<file path="config.mk">
export PLATFORM = sky130hd
export DESIGN_NAME = piso_serializer
export DESIGN_NICKNAME = d
export VERILOG_FILES = /design/src/rtl/piso_pkg.sv /design/src/rtl/bit_counter.sv /design/src/rtl/piso_serializer.sv
export SDC_FILE = /design/constraint.sdc
export NUM_CORES = 1
export LEC_CHECK = 0
export CAP_MARGIN = 0
export CORE_ASPECT_RATIO = 1.4
export CORE_MARGIN = 2
export CORE_UTILIZATION = 60
export CTS_BUF_LIST = sky130_fd_sc_hd__clkbuf_8
export DETAILED_ROUTE_END_ITERATION = 7
export GPL_ROUTABILITY_DRIVEN = 1
export GPL_TIMING_DRIVEN = 0
export PLACE_DENSITY = 0.81
export SKIP_CTS_REPAIR_TIMING = 1
export SLEW_MARGIN = 25
export SYNTH_ARGS = -nofsm -noshare
export SYNTH_HDL_FRONTEND = slang
export SYNTH_SLANG_ARGS = --single-unit
</file>
<file path="constraint.sdc">
create_clock -name clock -period 4.2 [get_ports clock]
set_input_delay 0.84 -clock clock [delete_from_list [all_inputs] [get_ports clock]]
set_output_delay 0.84 -clock clock [all_outputs]
set_load 0.03 [all_outputs]
</file>
<file path="src/rtl/piso_pkg.sv">
// Purpose : shared definitions for the parallel-in/serial-out serializer
//           (state encoding, counter width helper).
// Latency : n/a (declarations only).
// Backpressure: n/a.
package piso_pkg;

   // State encoding shared with the future deserializer so traces line up.
   localparam logic ST_IDLE  = 1'b0;
   localparam logic ST_SHIFT = 1'b1;

   typedef enum logic {
      S_IDLE  = ST_IDLE,
      S_SHIFT = ST_SHIFT
   } state_t;

   // Bits needed to hold the values 0..n-1; never less than 1 so that a
   // degenerate count still yields a legal vector.
   function automatic int cnt_w(input int n);
      int w;
      w = 1;
      for (int i = 1; i < 32; i++) begin
         if ((1 << i) < n) begin
            w = i + 1;
         end
      end
      return w;
   endfunction

endpackage : piso_pkg

</file>
<file path="src/rtl/bit_counter.sv">
// Purpose : bit-position counter 0..MAX with clear/increment and an at_max flag.
// Latency : count updates one cycle after clear/inc; at_max is combinational on count.
// Backpressure: none; increments saturate at MAX, clear has priority over inc.
//
// Ports:
//   clock, reset_n : rising-edge clock, synchronous active-low reset
//   clear          : return count to 0 on the next edge
//   inc            : advance count by one (held at MAX)
//   count          : current bit position
//   at_max         : count == MAX
module bit_counter
   import piso_pkg::*;
#(
   parameter int MAX = 3,
   parameter int CW  = cnt_w(MAX + 1)
) (
   input  logic          clock,
   input  logic          reset_n,
   input  logic          clear,
   input  logic          inc,
   output logic [CW-1:0] count,
   output logic          at_max
);

   always_comb begin
      at_max = (count == CW'(MAX));
   end

   always_ff @(posedge clock) begin
      if (!reset_n) begin
         count <= '0;
      end else if (clear) begin
         count <= '0;
      end else if (inc && !at_max) begin
         count <= count + 1'b1;
      end
   end

endmodule : bit_counter

</file>
<file path="src/rtl/piso_serializer.sv">
// Purpose : parallel-in, serial-out shifter with first/last framing strobes,
//           MSB- or LSB-first, advancing one bit per bit_en tick.
// Latency : first bit visible 1 cycle after the accept edge; a word takes
//           WIDTH bit_en ticks, and back-to-back words run with no gap.
// Backpressure: in_ready is high in IDLE and on the last-bit tick only; in_valid
//           while in_ready is low is ignored and the producer must hold in_data.
//
// Ports:
//   clock, reset_n      : rising-edge clock, synchronous active-low reset
//   in_data/in_valid    : parallel word offered by the producer
//   in_ready            : word is taken this cycle if in_valid is also high
//   bit_en              : bit-rate tick; serial position moves only when high
//   ser_out/ser_valid   : serial bit and its qualifier (IDLE_LEVEL when idle)
//   ser_first/ser_last  : framing strobes on the first/last bit of a word
//   busy                : frame in progress (same as ser_valid)
module piso_serializer
   import piso_pkg::*;
#(
   parameter int   WIDTH      = 4,
   parameter bit   MSB_FIRST  = 1'b1,
   parameter logic IDLE_LEVEL = 1'b0
) (
   input  logic             clock,
   input  logic             reset_n,
   input  logic [WIDTH-1:0] in_data,
   input  logic             in_valid,
   output logic             in_ready,
   input  logic             bit_en,
   output logic             ser_out,
   output logic             ser_valid,
   output logic             ser_first,
   output logic             ser_last,
   output logic             busy
);

   localparam int CNT_W = cnt_w(WIDTH);

   state_t             state;
   state_t             state_nxt;
   logic [WIDTH-1:0]   shreg;
   logic [WIDTH-1:0]   shreg_nxt;
   logic [CNT_W-1:0]   bit_cnt;
   logic               at_max;
   logic               tick;
   logic               accept;
   logic               cnt_clear;
   logic               cnt_inc;

   bit_counter #(
      .MAX (WIDTH - 1),
      .CW  (CNT_W)
   ) u_bit_counter (
      .clock   (clock),
      .reset_n (reset_n),
      .clear   (cnt_clear),
      .inc     (cnt_inc),
      .count   (bit_cnt),
      .at_max  (at_max)
   );

   // Handshake: ready never looks at in_valid, so a producer may wait on it.
   // Opening on the last-bit tick lets the next word load on the same edge
   // that would otherwise drop to IDLE, giving gap-free back-to-back output.
   always_comb begin
      tick     = (state == S_SHIFT) && bit_en;
      in_ready = (state == S_IDLE) || (tick && at_max);
      accept   = in_valid && in_ready;
   end

   // Next-state, shift register and counter control.
   always_comb begin
      state_nxt = state;
      shreg_nxt = shreg;
      cnt_clear = 1'b0;
      cnt_inc   = 1'b0;

      case (state)
         S_IDLE: begin
            if (accept) begin
               state_nxt = S_SHIFT;
               shreg_nxt = in_data;
               cnt_clear = 1'b1;
            end
         end

         S_SHIFT: begin
            if (bit_en) begin
               if (at_max) begin
                  // Word done: reload if a new one is waiting, else go idle.
                  cnt_clear = 1'b1;
                  if (accept) begin
                     shreg_nxt = in_data;
                  end else begin
                     state_nxt = S_IDLE;
                     shreg_nxt = '0;
                  end
               end else begin
                  // Move the next bit to the output end; vacated bits are 0.
                  cnt_inc = 1'b1;
                  if (MSB_FIRST) begin
                     shreg_nxt = {shreg[WIDTH-2:0], 1'b0};
                  end else begin
                     shreg_nxt = {1'b0, shreg[WIDTH-1:1]};
                  end
               end
            end
         end

         default: begin
            state_nxt = S_IDLE;
            shreg_nxt = '0;
            cnt_clear = 1'b1;
         end
      endcase
   end

   always_ff @(posedge clock) begin
      if (!reset_n) begin
         state <= S_IDLE;
         shreg <= '0;
      end else begin
         state <= state_nxt;
         shreg <= shreg_nxt;
      end
   end

   // Serial side is a pure decode of registered state.
   always_comb begin
      ser_valid = (state == S_SHIFT);
      busy      = ser_valid;
      ser_first = ser_valid && (bit_cnt == '0);
      ser_last  = ser_valid && at_max;
      if (!ser_valid) begin
         ser_out = IDLE_LEVEL;
      end else if (MSB_FIRST) begin
         ser_out = shreg[WIDTH-1];
      end else begin
         ser_out = shreg[0];
      end
   end

endmodule : piso_serializer
</file>
==> results.sh, run 1 <==
export IMPL_drtIter0Drc=49
export IMPL_fin_tns_setup_ns=0
export IMPL_vdd_ir_drop_worst_uv=252
export IMPL_hold_class="flip-flop to flip-flop"
export IMPL_synth_fp_nets=221
export IMPL_syn_to_final_growth_pct=14.4
export IMPL_syn_avg_cell_area_um2=9.21
export IMPL_synth_largest_area_cell="dfxtp_1"
export IMPL_antenna_found_initial=0
export IMPL_clock_skew_ns=0.00656
export IMPL_grt_max_degree=12
export IMPL_synth_seq_cells=37
export IMPL_io_buffers=13
export IMPL_timing_fmax_mhz=294
export IMPL_drv_slew=0
export IMPL_die_area_um2=3720
export IMPL_crit_path_cell_trace="nor4_2, nand4_4, nor3_4, a21boi_1, inv_1, clkdlybuf4s50_1"
export IMPL_final_cell_area_um2=2220
export IMPL_grt_setup_unrepaired="false"
export IMPL_worstPathArrival_ns=2.56
export IMPL_syn_cell_area_um2=1940
export IMPL_drc=0
export IMPL_yosysSeqAreaShare_pct=38.1
export IMPL_vias_per_cell=5.86
export IMPL_synth_cells=211
export IMPL_critPathTopFamily="simple AND/OR/NAND/NOR gates"
export IMPL_cts_tree="built"
export IMPL_clkSinkCount=37
export IMPL_ioPinCount=14
export IMPL_clkTransAtPathRegs_ns=0.07
export IMPL_initial_utilization_pct=62.8
export IMPL_synthTopCellsByCount="37 x dfxtp_1, 34 x nor2_1, 24 x xor2_1, 17 x nand2_1, 14 x nand3_1"
export IMPL_synth_edff_count=0
export IMPL_worstMarginPinSlew_ns=0.487
export IMPL_worst_path_largest_cell_delay_ns=0.66
export IMPL_nFillCells=221
export IMPL_first_pass_iters=4
export IMPL_synth_most_common_cell="dfxtp_1"
export IMPL_clk_latency_ns=0.30
export IMPL_synth_area_top_cells="dfxtp_1 38%, xor2_1 11%, nor2_1 6.6%"
export IMPL_drive_above_1_share_pct=12.9
export IMPL_path_class="flip-flop to output port"
export IMPL_crit_buf_inv=2
export IMPL_place_congestion=0.810
export IMPL_die_width_um=52.1
export IMPL_final_nets=241
export IMPL_wl_um=3950
export IMPL_cap_violations=0
export IMPL_detail_route_antenna_nets=0
export IMPL_first_global_vias=1560
export IMPL_wire_per_inst_um=14.6
export IMPL_crit_required_ns=3.36
export IMPL_synth_flop_cell="dfxtp_1"
export IMPL_synth_cell_type_count=36
export IMPL_netlist_area_leader_share_pct=38.1
export IMPL_post_route_period_util_pct=81.0
export IMPL_clk_path_buf_depth=2
export IMPL_crit_path_end_kind="output port"
export IMPL_core_area_um2=3090
export IMPL_hold_violations=0
export IMPL_cts_buffers=5
export IMPL_finalSetupViolations=0
export IMPL_crit_fanout=9
export IMPL_num_vias=1589
export IMPL_slowest_stage="clkdlybuf4s50_1"
export IMPL_period_minus_slack_ns=3.40
export IMPL_h_tree_depth=2
export IMPL_async_flop_share_pct=0
export IMPL_num_rows=24
export IMPL_grt_pass1_wl_um=6730
export IMPL_max_slew_margin_rel_pct=67.3
export IMPL_cts_root_buf="clkbuf_8"
export IMPL_power_density_nw_per_um2=310
export IMPL_dpl_hpwl_um=2900
export IMPL_fp_dieH_um=71.3
export IMPL_status="complete, no violations"
export IMPL_ys_warn_count=0
export IMPL_grtUsageTotal_pct=24.1
export IMPL_overflow=0
export IMPL_critPathLaunchType="flip-flop"
export IMPL_p_leak_nw=0.808
export IMPL_dpl_cell_area_um2=2120
export IMPL_diodes=0
-- stage by stage --
step,hold slack [ns],worst slack (ns),utilization [%],instances,total power [mW]
6_report,0.527,0.797,71.9,271,0.689
4_1_cts,0.531,0.789,71.9,271,0.689
2_1_floorplan,0.473,1.74,-,211,0.398
3_3_place_gp,0.492,1.12,68.6,263,0.417
3_5_place_dp,0.517,1.10,68.6,263,0.419
5_1_grt,0.564,0.688,71.9,271,0.712
-- worst register-to-register path: stages, from the launching register on --
cell and delay [ns]:
dfxtp_1 0.40, ha_1 0.23, and4_1 0.29, nor4b_2 0.30, buf_2 0.30, nand4_1 0.15, xor2_1 0.18, nor2_1 0.06
-- where the power goes --
group,switching (mW),total [mW],internal (mW)
Clock,0.129,0.277,0.148
Combinational,0.0292,0.0534,0.0242
Sequential,0.00286,0.358,0.355
Total,0.161,0.689,0.528
-- cells by family (layout without fill, tap and decap cells) --
kind of cell               Yosys count  in the layout  share of synthesized area [%]
and+or+nand+nor                    110            110                           35.5
DFF                                 37             37                           38.1
xor gates and xnor gates            30             30                           13.5
AOI/OAI and AO/OA                   17             17                           7.02
buffers and inverters               15             36                           4.57
adders and majority gates            2              2                           1.29
-- layer usage --
layer  up-vias  share of wire [%]  GRT usage, %
met5         -                  0             0
li1        778                  -             -
met3        10                3.1          6.46
met1       772                 41          27.4
met4         0                2.4          11.7
met2        29                 54          40.6
-- layout by cell type (no fill, tap or decap), drive strengths merged --
| cell type | n |
|---|---|
| o21bai | 1 |
| o311ai | 1 |
| and3 | 2 |
| o211a | 1 |
| nand2 | 17 |
| clkbuf | 8 |
| o31ai | 2 |
| or2 | 1 |
| dfxtp | 37 |
| nor4b | 1 |
| xnor2 | 6 |
| nand3 | 14 |
| o21a | 1 |
| nor4 | 9 |
| nand4 | 12 |
| nor3 | 8 |
| buf | 7 |
| nor2 | 34 |
| o21ai | 4 |
| nor2b | 2 |
| o211ai | 1 |
| clkinv | 1 |
| and4 | 3 |
| clkdlybuf4s50 | 13 |
| a21oi | 1 |
| and2 | 4 |
| a21boi | 1 |
| a211oi | 4 |
| nand2b | 2 |
| inv | 7 |
| or4 | 1 |
| xor2 | 24 |
| ha | 2 |
-- path summary, 6_finish.rpt --
check,cells past startpoint,slack [ns],endpoint,from
setup / recovery,6,0.80,in_ready,u_bit_counter.count[24]
setup reg to reg,7,2.20,u_bit_counter.count[22],u_bit_counter.count[0]
hold reg to reg,2,0.53,u_bit_counter.count[1],u_bit_counter.count[1]
hold / removal,2,0.53,u_bit_counter.count[1],u_bit_counter.count[1]
-- state kept, by name (all words and copies together), names as in the netlist --
signal / cells
shreg: 4
busy: 1
u_bit_counter.count: 32
-- layout make-up --
type / count / area, um^2 / area share [%]
Inverter: 7 / 26.3 / 1.18
Clock inverter: 1 / 5.00 / 0.225
Clock buffer: 7 / 96.3 / 4.33
Multi-Input combinational cell: 159 / 1110 / 50.1
Sequential cell: 37 / 741 / 33.3
Tap cell: 39 / 48.8 / 2.19
Timing Repair Buffer: 13 / 130 / 5.85
Buffer: 8 / 62.6 / 2.81
Power figures use the tool's default switching activity.
==> run 2, diff against run 1 <==
==> constraint.sdc (replaced) <==
create_clock -name clock -period 3.2 [get_ports clock]
set_input_delay 0.64 -clock clock [delete_from_list [all_inputs] [get_ports clock]]
set_output_delay 0.64 -clock clock [all_outputs]
set_load 0.03 [all_outputs]
==> results.sh, run 2 (synthesized netlist as in run 1, its figures left out) <==
export IMPL_clk_path_buf_depth=2
export IMPL_dpl_hpwl_um=2900
export IMPL_final_cell_area_um2=2250
export IMPL_antenna_found_initial=0
export IMPL_crit_buf_inv=1
export IMPL_post_route_period_util_pct=90.0
export IMPL_hold_class="flip-flop to flip-flop"
export IMPL_cp_startpoint="u_bit_counter.count[12]"
export IMPL_p_seq_share_pct=51.9
export IMPL_critPathTopFamily="simple AND/OR/NAND/NOR gates"
export IMPL_nFillCells=217
export IMPL_hold_depth=2
export IMPL_clkSinkCount=37
export IMPL_place_congestion=0.810
export IMPL_utilization_pct=72.8
export IMPL_num_rows=24
export IMPL_hold_violations=0
export IMPL_diodes=0
export IMPL_r2r_end="u_bit_counter.count[22]"
export IMPL_finalSetupViolations=0
export IMPL_worst_path_largest_cell_delay_ns=0.70
export IMPL_place_inst=263
export IMPL_overflow=0
export IMPL_p_int_mw=0.693
export IMPL_fp_dieH_um=71.3
export IMPL_crit_fanout=6
export IMPL_max_slew_margin_rel_pct=67.2
export IMPL_p_leak_nw=0.849
export IMPL_path_class="flip-flop to output port"
export IMPL_syn_to_final_growth_pct=15.8
export IMPL_worstPathArrival_ns=2.24
export IMPL_clk_latency_ns=0.30
export IMPL_r2r_cells=7
export IMPL_critPathLaunchType="flip-flop"
export IMPL_timing_fmax_mhz=347
export IMPL_drtIter0Drc=42
export IMPL_fin_tns_setup_ns=0
export IMPL_dpl_cell_area_um2=2120
export IMPL_first_pass_iters=4
export IMPL_ioPinCount=14
export IMPL_hold_end="u_bit_counter.count[1]"
export IMPL_mostFrequentLayoutCells="37 x dfxtp_1, 34 x nor2_1, 24 x xor2_1, 17 x nand2_1, 14 x nand3_1"
export IMPL_worstMarginPinSlew_ns=0.489
export IMPL_die_area_um2=3720
export IMPL_pre_cts_slack_ns=0.331
export IMPL_r2r_start="u_bit_counter.count[0]"
export IMPL_cap_violations=0
export IMPL_crit_path_cell_trace="nor4_2, nand4_4, nor3_1, clkdlybuf4s50_1"
export IMPL_grt_pass1_wl_um=6730
export IMPL_clock_skew_ns=0.00578
export IMPL_wl_um=3970
export IMPL_cts_root_buf="clkbuf_8"
export IMPL_io_buffers=13
export IMPL_cts_tree="built"
export IMPL_largest_register_ffs=32
export IMPL_cts_buffers=5
export IMPL_largest_register="u_bit_counter.count"
export IMPL_final_common_cell="dfxtp_1"
export IMPL_multi_input_area_um2=1110
export IMPL_reg2reg_slack_ns=1.18
export IMPL_drc=0
export IMPL_p_switching_mw=0.212
export IMPL_drive_above_1_share_pct=14.0
export IMPL_slowest_stage="clkdlybuf4s50_1"
export IMPL_vdd_ir_drop_worst_uv=333
export IMPL_power_frac_clock_pct=40.3
export IMPL_final_nets=244
export IMPL_h_tree_depth=2
export IMPL_initial_utilization_pct=62.8
export IMPL_period_minus_slack_ns=2.88
export IMPL_worst_slack_ns=0.322
export IMPL_die_width_um=52.1
export IMPL_min_from="u_bit_counter.count[1]"
export IMPL_first_global_vias=1560
export IMPL_vias_per_cell=5.82
export IMPL_drv_slew=0
export IMPL_power_density_nw_per_um2=402
export IMPL_power_frac_comb_pct=7.7
export IMPL_total_power_mw=0.905
export IMPL_crit_path_end_kind="output port"
export IMPL_clkTransAtPathRegs_ns=0.07
export IMPL_num_vias=1594
export IMPL_crit_required_ns=2.56
export IMPL_fin_hold_ws_ns=0.530
export IMPL_grtUsageTotal_pct=24.1
export IMPL_wire_per_inst_um=14.5
export IMPL_core_area_um2=3090
export IMPL_status="complete, no violations"
export IMPL_grt_max_degree=12
export IMPL_grt_setup_unrepaired="false"
export IMPL_fin_cells=274
export IMPL_sw_frac_of_total_pct=23.4
export IMPL_detail_route_antenna_nets=0
export IMPL_regArea_um2=741
[run 2: per-layer routing]
| layer | wire (um) | GRT usage [%] | part of all wire, % |
|---|---|---|---|
| met3 | 177 | 6.46 | 4.5 |
| met5 | 0 | 0 | 0 |
| met2 | 2130 | 40.6 | 54 |
| met1 | 1570 | 27.4 | 39 |
| met4 | 96 | 11.7 | 2.4 |
[run 2: worst max-delay path by stage]
stage / end / slack [ns] / cells past startpoint
after CTS: in_ready / -0.01 / 6
final: ser_first / 0.32 / 4
after detailed placement: in_ready / 0.33 / 6
after global placement: in_ready / 0.35 / 6
after floorplan: ser_first / 0.94 / 3
after global routing: ser_first / 0.22 / 4
[run 2: tightest hold or removal path: cells and delay by family (launching register included)]
| family | cells | cell delay (ns) |
|---|---|---|
| buffers and inverters | 1 | 0.08 |
| AOI/OAI and AO/OA | 1 | 0.07 |
| DFF | 1 | 0.33 |
[run 2: final cells by class]
cell class,instances,share of cell area [%]
Buffer,8,2.78
Clock buffer,7,4.28
Clock inverter,1,0.222
Inverter,7,1.17
Multi-Input combinational cell,159,49.5
Sequential cell,37,32.9
Tap cell,39,2.17
Timing Repair Buffer,16,7.00
[run 2: power by group through the flow]
stage	registers [mW]	logic [mW]	clock network, mW
2_1_floorplan	0.481	0.0410	0
3_5_place_dp	0.480	0.0693	0
3_3_place_gp	0.480	0.0676	0
5_1_grt	0.470	0.0758	0.388
4_1_cts	0.470	0.0700	0.364
6_report	0.470	0.0699	0.365
